==> config.mk <==
export PLATFORM = sky130hd
export DESIGN_NAME = jtag_master
export DESIGN_NICKNAME = d
export VERILOG_FILES = /design/src/rtl/jtag_master.sv
export SDC_FILE = /design/constraint.sdc
export NUM_CORES = 1
export LEC_CHECK = 0
export CAP_MARGIN = 20
export CORE_MARGIN = 2
export CORE_UTILIZATION = 36
export CTS_CLUSTER_SIZE = 14
export DETAILED_ROUTE_END_ITERATION = 7
export GPL_TIMING_DRIVEN = 0
export PLACE_DENSITY = 0.67
export SYNTH_ARGS = -nofsm -noshare
export SYNTH_HDL_FRONTEND = slang
export SYNTH_SLANG_ARGS = --single-unit
==> constraint.sdc <==
create_clock -name clk -period 5 [get_ports clk]
set_clock_uncertainty 0.2 [all_clocks]
set_input_delay 0.5 -clock clk [delete_from_list [all_inputs] [get_ports clk]]
set_output_delay 0.5 -clock clk [all_outputs]
set_load 0.03 [all_outputs]
==> src/rtl/jtag_master.sv <==
// JTAG host driver: runs TAP-reset / IR-scan / DR-scan commands on TCK/TMS/TDI,
// returns the TDO bits captured while shifting and mirrors the target TAP state.
`timescale 1ns/1ps
module jtag_master #(
    parameter int unsigned TCK_HALF = 2,
    parameter int unsigned DATA_W   = 32
) (
    input  logic              clk,
    input  logic              rst,
    input  logic              cmd_valid,
    output logic              cmd_ready,
    input  logic [1:0]        cmd_op,
    input  logic [5:0]        cmd_len,
    input  logic [DATA_W-1:0] cmd_data,
    output logic              rsp_valid,
    input  logic              rsp_ready,
    output logic [DATA_W-1:0] rsp_data,
    output logic              rsp_err,
    output logic              tck,
    output logic              tms,
    output logic              tdi,
    input  logic              tdo,
    output logic              trst_n,
    output logic [3:0]        tap_state
);
    localparam int unsigned PH_W  = $clog2(TCK_HALF + 1);
    localparam int unsigned CYC_W = $clog2(DATA_W + 8);
    localparam int unsigned BIT_W = $clog2(DATA_W + 1);

    localparam logic [1:0] OP_RESET = 2'd0;
    localparam logic [1:0] OP_IR    = 2'd1;
    localparam logic [1:0] OP_RSVD  = 2'd3;

    localparam logic [3:0] ST_RESET  = 4'hF, ST_IDLE   = 4'hC, ST_SEL_DR = 4'h7, ST_CAP_DR = 4'h6;
    localparam logic [3:0] ST_SH_DR  = 4'h2, ST_EX1_DR = 4'h1, ST_PAU_DR = 4'h3, ST_EX2_DR = 4'h0;
    localparam logic [3:0] ST_UPD_DR = 4'h5, ST_SEL_IR = 4'h4, ST_CAP_IR = 4'hE, ST_SH_IR  = 4'hA;
    localparam logic [3:0] ST_EX1_IR = 4'h9, ST_PAU_IR = 4'hB, ST_EX2_IR = 4'h8, ST_UPD_IR = 4'hD;

    typedef enum logic [1:0] {M_INIT, M_IDLE, M_RUN, M_RSP} mstate_e;

    function automatic logic [3:0] tap_next(input logic [3:0] s, input logic m);
        case (s)
            ST_RESET:  tap_next = m ? ST_RESET  : ST_IDLE;
            ST_IDLE:   tap_next = m ? ST_SEL_DR : ST_IDLE;
            ST_SEL_DR: tap_next = m ? ST_SEL_IR : ST_CAP_DR;
            ST_CAP_DR: tap_next = m ? ST_EX1_DR : ST_SH_DR;
            ST_SH_DR:  tap_next = m ? ST_EX1_DR : ST_SH_DR;
            ST_EX1_DR: tap_next = m ? ST_UPD_DR : ST_PAU_DR;
            ST_PAU_DR: tap_next = m ? ST_EX2_DR : ST_PAU_DR;
            ST_EX2_DR: tap_next = m ? ST_UPD_DR : ST_SH_DR;
            ST_UPD_DR: tap_next = m ? ST_SEL_DR : ST_IDLE;
            ST_SEL_IR: tap_next = m ? ST_RESET  : ST_CAP_IR;
            ST_CAP_IR: tap_next = m ? ST_EX1_IR : ST_SH_IR;
            ST_SH_IR:  tap_next = m ? ST_EX1_IR : ST_SH_IR;
            ST_EX1_IR: tap_next = m ? ST_UPD_IR : ST_PAU_IR;
            ST_PAU_IR: tap_next = m ? ST_EX2_IR : ST_PAU_IR;
            ST_EX2_IR: tap_next = m ? ST_UPD_IR : ST_SH_IR;
            default:   tap_next = m ? ST_SEL_DR : ST_IDLE;
        endcase
    endfunction

    // {tms, tdi} for TCK cycle c of a command; pre adds the reset->idle step.
    function automatic logic [1:0] seq_bits(input int unsigned c, input logic [1:0] op,
                                            input int unsigned len, input logic [DATA_W-1:0] data,
                                            input logic pre);
        int unsigned hdr, j;
        logic [DATA_W-1:0] sh;
        seq_bits = 2'b00;
        hdr = (op == OP_IR) ? 4 : 3;
        j   = c - 32'(pre);
        sh  = '0;
        if (op == OP_RESET) begin
            seq_bits[1] = (c < 5);
        end else if (c >= 32'(pre)) begin
            if (j < hdr) begin
                seq_bits[1] = (j == 0) || ((op == OP_IR) && (j == 1));
            end else if (j < hdr + len) begin
                sh          = data >> (j - hdr);
                seq_bits[1] = (j == hdr + len - 1);
                seq_bits[0] = sh[0];
            end else begin
                seq_bits[1] = (j == hdr + len);
            end
        end
    endfunction

    function automatic int unsigned n_cycles(input logic [1:0] op, input int unsigned len,
                                             input logic pre);
        if (op == OP_RESET) n_cycles = 6;
        else n_cycles = 32'(pre) + ((op == OP_IR) ? 6 : 5) + len;
    endfunction

    mstate_e            state_q, state_d;
    logic               cmd_ready_q, cmd_ready_d, rsp_valid_q, rsp_valid_d, rsp_err_q, rsp_err_d;
    logic [DATA_W-1:0]  rsp_data_q, rsp_data_d, data_q, data_d;
    logic               tck_q, tck_d, tms_q, tms_d, tdi_q, tdi_d, trst_n_q, trst_n_d, pre_q, pre_d;
    logic [3:0]         tap_q, tap_d;
    logic [PH_W-1:0]    ph_q, ph_d;
    logic [CYC_W-1:0]   cyc_q, cyc_d, n_q, n_d;
    logic [BIT_W-1:0]   bit_q, bit_d;
    logic [1:0]         op_q, op_d;
    logic [5:0]         len_q, len_d;
    logic               cmd_legal;

    assign cmd_legal = (cmd_op != OP_RSVD) && (cmd_len != 6'd0) && (32'(cmd_len) <= DATA_W);

    always_comb begin
        state_d = state_q;  cmd_ready_d = cmd_ready_q;  rsp_valid_d = rsp_valid_q;
        rsp_err_d = rsp_err_q;  rsp_data_d = rsp_data_q;  data_d = data_q;
        tck_d = tck_q;  tms_d = tms_q;  tdi_d = tdi_q;  trst_n_d = trst_n_q;  pre_d = pre_q;
        tap_d = tap_q;  ph_d = ph_q;  cyc_d = cyc_q;  n_d = n_q;  bit_d = bit_q;
        op_d = op_q;  len_d = len_q;
        case (state_q)
            M_INIT: begin
                state_d     = M_IDLE;
                cmd_ready_d = 1'b1;
                trst_n_d    = 1'b1;
            end
            M_IDLE: begin
                tms_d = 1'b0;
                tdi_d = 1'b0;
                if (cmd_valid) begin
                    cmd_ready_d = 1'b0;
                    rsp_data_d  = '0;
                    if (!cmd_legal) begin
                        rsp_valid_d = 1'b1;
                        rsp_err_d   = 1'b1;
                        state_d     = M_RSP;
                    end else begin
                        rsp_err_d = 1'b0;
                        op_d      = cmd_op;
                        len_d     = cmd_len;
                        data_d    = cmd_data;
                        pre_d     = (tap_q == ST_RESET);
                        n_d       = CYC_W'(n_cycles(cmd_op, 32'(cmd_len), tap_q == ST_RESET));
                        cyc_d     = '0;
                        ph_d      = '0;
                        bit_d     = '0;
                        {tms_d, tdi_d} = seq_bits(0, cmd_op, 32'(cmd_len), cmd_data,
                                                  tap_q == ST_RESET);
                        state_d   = M_RUN;
                    end
                end
            end
            M_RUN: begin
                if (ph_q == PH_W'(TCK_HALF - 1)) begin
                    ph_d  = '0;
                    tck_d = ~tck_q;
                    if (!tck_q) begin
                        // rising edge: capture TDO while shifting, advance mirror
                        tap_d = tap_next(tap_q, tms_q);
                        if ((tap_q == ST_SH_DR) || (tap_q == ST_SH_IR)) begin
                            rsp_data_d = rsp_data_q | (DATA_W'(tdo) << bit_q);
                            bit_d      = bit_q + BIT_W'(1);
                        end
                    end else if (cyc_q == n_q - CYC_W'(1)) begin
                        rsp_valid_d = 1'b1;
                        tms_d       = 1'b0;
                        tdi_d       = 1'b0;
                        state_d     = M_RSP;
                    end else begin
                        cyc_d = cyc_q + CYC_W'(1);
                        {tms_d, tdi_d} = seq_bits(32'(cyc_q) + 32'd1, op_q, 32'(len_q), data_q, pre_q);
                    end
                end else begin
                    ph_d = ph_q + PH_W'(1);
                end
            end
            M_RSP: begin
                if (rsp_ready) begin
                    rsp_valid_d = 1'b0;
                    rsp_err_d   = 1'b0;
                    cmd_ready_d = 1'b1;
                    state_d     = M_IDLE;
                end
            end
            default: state_d = M_INIT;
        endcase
    end

    always_ff @(posedge clk) begin
        if (rst) begin
            state_q <= M_INIT;  cmd_ready_q <= 1'b0;  rsp_valid_q <= 1'b0;  rsp_err_q <= 1'b0;
            rsp_data_q <= '0;  data_q <= '0;  tck_q <= 1'b0;  tms_q <= 1'b0;  tdi_q <= 1'b0;
            trst_n_q <= 1'b0;  pre_q <= 1'b0;  tap_q <= ST_RESET;  ph_q <= '0;  cyc_q <= '0;
            n_q <= '0;  bit_q <= '0;  op_q <= '0;  len_q <= '0;
        end else begin
            state_q <= state_d;  cmd_ready_q <= cmd_ready_d;  rsp_valid_q <= rsp_valid_d;
            rsp_err_q <= rsp_err_d;  rsp_data_q <= rsp_data_d;  data_q <= data_d;
            tck_q <= tck_d;  tms_q <= tms_d;  tdi_q <= tdi_d;  trst_n_q <= trst_n_d;
            pre_q <= pre_d;  tap_q <= tap_d;  ph_q <= ph_d;  cyc_q <= cyc_d;  n_q <= n_d;
            bit_q <= bit_d;  op_q <= op_d;  len_q <= len_d;
        end
    end

    assign cmd_ready = cmd_ready_q;
    assign rsp_valid = rsp_valid_q;
    assign rsp_data  = rsp_data_q;
    assign rsp_err   = rsp_err_q;
    assign tck       = tck_q;
    assign tms       = tms_q;
    assign tdi       = tdi_q;
    assign trst_n    = trst_n_q;
    assign tap_state = tap_q;
endmodule

## After elaboration in Yosys (flattened, before gate mapping)

Index checks and enable logic that the tools add are counted.

| cells by class | value |
|---|---|
| $add $sub $neg | 15 |
| multipliers | 0 |
| divide/modulo/power cells | 0 |
| $lt $le $gt $ge | 8 |
| eq/ne operators | 36 |
| shift operators | 3 |
| multiplexer cells | 82 |
| bitwise gates (word level) | 2 |
| reductions and logical operators | 32 |

Operators by type and width:

| operator | count |
|---|---|
| $mux 32 | 4 |
| $eq 32x1->1 const B | 2 |
| $eq 32x32->1 | 2 |
| $eq 32x7->1 | 2 |
| $logic_not 32->1 | 2 |
| $lt 32x3->1 | 2 |
| $lt 32x7->1 | 2 |
| $pmux 32 s2 | 1 |
| $shr 32x32->1 | 2 |
| $sub 32x1->32 const B | 2 |
| $mux 6 | 9 |
| $pmux 4 s11 | 1 |
| $mux 1 | 34 |
| $mux 2 | 17 |
| $or 32x32->32 | 1 |
| $shl 1x6->32 | 1 |
| $eq 4x4->1 const B | 6 |
| $pmux 6 s2 | 2 |
| $ne 2x2->1 const B | 11 |
| $mux 3 | 6 |
| $reduce_and 3->1 | 6 |
| $add 3x6->7 | 2 |
| $add 6x1->6 const B | 2 |
| $eq 4x3->1 const B | 3 |
| other kinds (36) | 56 |

| word-level totals | value |
|---|---|
| bits in registers | 106 |
| bits in latches | 0 |
| bits in writable memories | 0 |
| bits in read-only memories | 0 |
| input bits | 45 |
| output and inout bits | 43 |
| logic and storage cells | 196 |
| memories kept | 0 |

## Longest topological paths before layout

Gate-level depths: netlist (run 1).

| logic depth | value |
|---|---|
| depth in word-level cells | 13 |
| depth in mapped cells | 15 |

## Worst setup path before layout (run 1)

Ideal clock, no wire load.

| timing | value |
|---|---|
| path kind | register -> register |
| start point | reg cyc_q[0] |
| end point | reg tdi_q, in the netlist tdi |
| setup time | 0.138 ns |
| data arrival time | 3.243 ns |
| data required time | 4.662 ns |
| path slack | 1.419 ns |
| cell stages (with the launch flop) | 11 |
| path buffers | 1 |
| clock period less this slack | 3.581 ns |
| cells stage by stage | dfxtp_1 > ha_1 > inv_1 > ha_1 > inv_1 > fa_1 > buf_1 > mux4_2 > mux4_2 > a21boi_0 > a221oi_1 |

| between the ends | value |
|---|---|
| cells in the longest elaborated chain, start to end | 12 |

RTL lines:

| item | line | text |
|---|---|---|
| from (decl) | 99 | `logic [CYC_W-1:0] cyc_q, cyc_d, n_q, n_d;` |
| from (signal assigned) | 191 | `pre_q <= pre_d; tap_q <= tap_d; ph_q <= ph_d; cyc_q <= cyc_d; n_q <= n_d;` |
| $add 6x1->7 | 163 | `{tms_d, tdi_d} = seq_bits(32'(cyc_q) + 32'd1, op_q, 32'(len_q), data_q, pre_q);` |
| $sub 7x1->8 | 70 | `j = c - 32'(pre);` |
| $sub 8x4->9 | 78 | `sh = data >> (j - hdr);` |
| $shr 32x32->1 | 78 |  |
| $mux 1 | 77 | `end else if (j < hdr + len) begin` |
| $mux 1 | 75 | `if (j < hdr) begin` |
| $mux 2 | 74 | `end else if (c >= 32'(pre)) begin` |
| $mux 1 | 72 | `if (op == OP_RESET) begin` |
| $mux 1 (*) | 156 | `end else if (cyc_q == n_q - CYC_W'(1)) begin` |
| $mux 1 (*) | 149 | `if (!tck_q) begin` |
| $mux 1 (*) | 146 | `if (ph_q == PH_W'(TCK_HALF - 1)) begin` |
| $pmux 1 s2 (*) | 113 | `case (state_q)` |
| to (signal assigned) | 190 | `tck_q <= tck_d; tms_q <= tms_d; tdi_q <= tdi_d; trst_n_q <= trst_n_d;` |
| to (decl) | 96 | `logic tck_q, tck_d, tms_q, tms_d, tdi_q, tdi_d, trst_n_q, trst_n_d, pre_q, pre_d;` |

Every way passes the cells marked *; elsewhere a longest branch is shown, timed or not. The select of a mux whose other input is x is not followed.
A chain may end at the register's enable or synchronous reset.

## Worst setup path in the final report (run 1)

Same ends and word-level chain as after synthesis.

==> results.ini, run 1 <==
[outcome]
status=complete, no violations

[floorplanning]
die_x_um=130.6
num_rows=46
coreArea_sq_mm=0.01577
num_io_pins=88
die-area_sq_mm=0.01705
die_height_um=130.6
initial_utilization=0.3657

[synth]
synth_warnings=0
synth_area_per_cell_sq_um=7.987
ys_seq_area_frac=0.3680
ys_seq_elements=106
netlist.area_leader.share=0.3680
ys.flop_type=dfxtp_1
synth_area_leaders=dfxtp_1, a21oi_1, nand2_1
netlist_area_sq_mm=0.005767
async_flop_share=0
synth_top_area_cell=dfxtp_1
syn_nets=796
syn_inst=722
synth_cell_types=64
synth_edf_count=0

[place]
place_area_sq_mm=0.006898
place_ws_ps=818.8
port_buffers=86
hpwl_um=11570
gp_congestion=0.9061

[clocking]
post_cts_resize_count=0
cts_max_path_buffers=2
root_buffer=clkbuf_16
htreeDepth=3
cts_buffers=9
path_clk_slew_ps=80
cts.sinks=106
cts_tree=yes
postCtsHoldBufs=0
cts_setup_buffers=0
insertion_delay_ps=360

[layout]
multiInputGateArea_sq_mm=0.003398
final_util=0.4570
num-fill-cells=1614
final_area_sq_mm=0.007207
antenna_cells=0
layout_common_cells=nand2_1, dfxtp_1, a21oi_1
num-nets-final=893
drive_gt1_frac=0.04733
areaGrowthSynthToFinish_pct=24.97
seq_area_sq_mm=0.002122
layout_commonest_cell=nand2_1

[timing]
tightest_slew_ps=753.8
final_max_slew_viol_count=0
timing.hold.ws_ps=257.4
setup_viol=0
rsz0062_at_grt=no
fmax_mhz=235.7
hold_violations=0
worst_slack_ps=756.8
slew_headroom=0.4975
tns_ps=0
period_needed_ps=4243
fin_crit_sh=0.8486

[power_and_ir_drop]
p_per_area_mw_per_mm2=326.6
swShare=0.3352
ir_drop_mv=0.1532
p_int_mw=1.565
seqPwrFrac=0.398
leakage_nw=2.664
power.clock.fraction=0.317
comb_power_share=0.284
p_sw_uw=789.0

[run]
drv_cap=0

[grt]
grt_max_degree=20
grt_pass1_wl_um=25060
grt_overflow=0
grt_usage=0.1881
antenna_found_initial=0
grt_pass1_vias=5036

[drt]
wl_per_cell_um=14.69
routed_via_density=5.092
drt_iter0_markers=275
ant_nets=0
via_count=5296
totalWireLength_um=15280
dr.pass1.iters=5
drcViolationCount=0

[setup_path]
crit_type=register to register
end_kind=register
required_ps=5070
cp.arrival_ps=4320
startpoint_type=register
crit_fanout=6

[min_path]
worstHoldPathType=register to register

## synth_stat cells, types with 3 or more instances
library cell / count
clkbuf_1: 33
nand4_1: 7
xnor2_1: 21
nor2_1: 81
mux4_2: 7
and3_1: 11
o21ai_1: 6
fa_1: 4
inv_1: 22
nor3_1: 16
nand2b_1: 9
a21o_1: 3
a211oi_1: 7
nand3_1: 13
nor3b_1: 5
nor2b_1: 12
nor4_1: 4
or3_1: 3
nand2_1: 112
dfxtp_1: 106
buf_1: 3
o21ai_0: 21
or4_1: 3
o21a_1: 4
xor2_1: 20
mux2i_1: 6
nand3b_1: 3
buf_2: 5
a31oi_1: 8
ha_1: 25
a21oi_1: 98
## through the flow
stage          std cells  power, mW
3_5_place_dp        1024      1.626
4_1_cts             1040      2.379
3_3_place_gp        1024      1.619
6_report            1040      2.354
2_1_floorplan        722      1.421
5_1_grt             1040      2.502
## critical path: stages (launching register included)
cell      delay, ps
dfxtp_1         340
ha_1            350
inv_1           110
ha_1            290
nand3_1         130
o21ai_0          90
o22ai_1         190
xor2_1          610
ha_1            360
nor3_1          170
a211oi_1        100
maj3_1          380
nor4_1          280
and4b_1         250
nand3_1          80
a221oi_1        220
## registers in the layout, indices dropped and copies added, names as in the netlist
register   cells
trst_n         1
tms            1
ph_q           2
op_q           2
rsp_data      32
cmd_ready      1
pre_q          1
state_q        2
rsp_err        1
tdi            1
tck            1
rsp_valid      1
tap_state      4
bit_q          6
cyc_q          6
len_q          6
n_q            6
data_q        32
## final cells by class
cell class	count	share of cell area
buffer	41	0.02222
tap	216	0.03750
clock buffer	9	0.03125
timing repair buffer	86	0.1194
clock inverter	7	0.01163
multi-input combinational	552	0.4715
inverter	23	0.01198
sequential	106	0.2944
## power groups by stage
stage / Clock, mW / Combinational, mW / Sequential, mW
floorplan: 0 / 0.442 / 0.978
detailed placement: 0 / 0.669 / 0.957
finish: 0.747 / 0.669 / 0.938
global placement: 0 / 0.664 / 0.956
CTS: 0.767 / 0.674 / 0.938
global route: 0.805 / 0.750 / 0.947
## final timing paths
| path | startpoint | to | slack, ps | cells after the start |
|---|---|---|---|---|
| setup reg to reg | cyc_q[0]$_SDFFE_PP0P_ | tdi$_SDFFE_PP0P_ | 760 | 15 |
| hold reg to reg | data_q[18]$_SDFFE_PP0P_ | data_q[18]$_SDFFE_PP0P_ | 260 | 2 |
| hold / removal | data_q[18]$_SDFFE_PP0P_ | data_q[18]$_SDFFE_PP0P_ | 260 | 2 |
| setup / recovery | cyc_q[0]$_SDFFE_PP0P_ | tdi$_SDFFE_PP0P_ | 760 | 15 |
## per-layer routing
metal	track usage	vias up	routed length [um]
li1	-	2691	-
met1	0.2449	2463	7143
met2	0.2993	124	6873
met3	0.06026	18	1011
met4	0.05695	0	251
met5	0	-	0
## cells by family after synthesis
| kind of cell | Yosys count | share of synthesized area |
|---|---|---|
| AO/OA/AOI/OAI | 175 | 0.1796 |
| buffers and inverters | 64 | 0.04274 |
| flip-flops | 106 | 0.3680 |
| AND/OR/NAND/NOR | 289 | 0.2282 |
| adder cells (fa/ha/maj) | 30 | 0.06986 |
| XOR/XNOR | 43 | 0.06987 |
| multiplexers | 15 | 0.04166 |
Power figures use the tool's default switching activity.
==> inputs of run 2 (changes only) <==
==> constraint.sdc (replaced) <==
create_clock -name clk -period 4.4 [get_ports clk]
set_clock_uncertainty 0.2 [all_clocks]
set_input_delay 0.44 -clock clk [delete_from_list [all_inputs] [get_ports clk]]
set_output_delay 0.44 -clock clk [all_outputs]
set_load 0.03 [all_outputs]
==> results.ini, run 2 (same netlist as run 1, synthesis figures left out) <==
[outcome]
status=complete, no violations

[place]
place_area_sq_mm=0.006898
port_buffers=86
place_ws_ps=218.8
dp.cells=1024
hpwl_um=11570
gp_congestion=0.9061

[setup_path]
startpoint_type=register
end_kind=register
crit_fanout=7
cpMostUsedCell=ha_1
path_buf_inv=1
cp_top_family=XOR/XNOR gates
cp.arrival_ps=4120
crit_type=register to register
slowest_stage=xor2_2
max_stage_delay_ps=480
required_ps=4420
worstPathCellList=ha_1 > inv_1 > ha_1 > xnor2_1 > xnor2_1 > ha_1 > a21oi_1 > xor2_2 > mux4_2 > mux2_2 > o2111ai_1 > a221oi_1

[timing]
setup_viol=0
final_max_slew_viol_count=0
slew_headroom=0.5031
tightest_slew_ps=737.5
timing.hold.ws_ps=256.4
period_needed_ps=4108
fin_crit_sh=0.9335
rsz0062_at_grt=no
fmax_mhz=243.5
tns_ps=0
hold_violations=0
worst_slack_ps=292.4

[drt]
dr_wl_met3_um=994
wl_per_cell_um=14.71
top_layer_used=met4
totalWireLength_um=15300
routed_via_density=5.070
drt_iter0_markers=293
ant_nets=0
via_count=5273
met2_length_um=6894
wl_met1_um=7160
dr.pass1.iters=7
drcViolationCount=0

[power_and_ir_drop]
power.clock.fraction=0.318
p_sw_uw=896.7
p_per_area_mw_per_mm2=370.8
leakage_nw=2.663
total_power_mw=2.675
ir_drop_mv=0.1746
p_int_mw=1.778
swShare=0.3353
seqPwrFrac=0.398
comb_power_share=0.284

[layout]
num-fill-cells=1614
num-nets-final=893
layout_commonest_cell=nand2_1
final_area_sq_mm=0.007214
antenna_cells=0
instances_no_fill=1040
areaGrowthSynthToFinish_pct=25.10
layout_common_cells=nand2_1, dfxtp_1, a21oi_1
final_util=0.4575
drive_gt1_frac=0.04854

[grt]
grt_usage=0.1881
grt_overflow=0
antenna_found_initial=0
grt_max_degree=20
grt_pass1_vias=5036
grt_pass1_wl_um=25060

[floorplanning]
die_height_um=130.6
coreArea_sq_mm=0.01577
initial_utilization=0.3657
die-area_sq_mm=0.01705
die_x_um=130.6
num_io_pins=88
num_rows=46

[clocking]
cts.sinks=106
path_clk_slew_ps=80
cts_max_path_buffers=2
post_cts_resize_count=0
root_buffer=clkbuf_16
htreeDepth=3
cts_tree=yes
cts_setup_buffers=0
cts_buffers=9
insertion_delay_ps=360
postCtsHoldBufs=0

[min_path]
worstHoldPathType=register to register

[run]
drv_cap=0

[run 2: per-layer routing]
layer  global-route usage  up-vias
met5                    0        -
met4              0.05695        0
met3              0.06026       17
met2               0.2993      112
met1               0.2449     2452
li1                     -     2692
[run 2: worst paths after layout]
check | from | end | slack (ps) | cells after the start
min | data_q[7]$_SDFFE_PP0P_ | data_q[7]$_SDFFE_PP0P_ | 260 | 2
max | cyc_q[0]$_SDFFE_PP0P_ | tdi$_SDFFE_PP0P_ | 290 | 12
max reg2reg | cyc_q[0]$_SDFFE_PP0P_ | tdi$_SDFFE_PP0P_ | 290 | 12
min reg2reg | data_q[7]$_SDFFE_PP0P_ | data_q[7]$_SDFFE_PP0P_ | 260 | 2
[run 2: layout make-up]
class,count,area (sq um),share of cell area
Sequential cell,106,2122,0.2941
Buffer,41,160.2,0.02220
Tap cell,216,270.3,0.03746
Clock buffer,9,225.2,0.03122
Clock inverter,7,83.83,0.01162
Timing Repair Buffer,86,860.8,0.1193
Inverter,23,86.33,0.01197
Multi-Input combinational cell,552,3406,0.4721
[run 2: worst register-to-register path: cells and delay by family, from the launching register on]
family                     cells  cell delay, ps
AOI/OAI and AO/OA              3             570
adders and majority gates      3            1020
buffers and inverters          1             110
xor gates and xnor gates       3            1060
muxes                          2             670
DFF                            1             340
[run 2: power by group through the flow]
stage	Clock [mW]	Combinational, mW	Sequential (mW)
2_1_floorplan	0	0.503	1.11
3_3_place_gp	0	0.754	1.09
3_5_place_dp	0	0.760	1.09
4_1_cts	0.872	0.765	1.07
5_1_grt	0.915	0.853	1.08
6_report	0.850	0.760	1.07
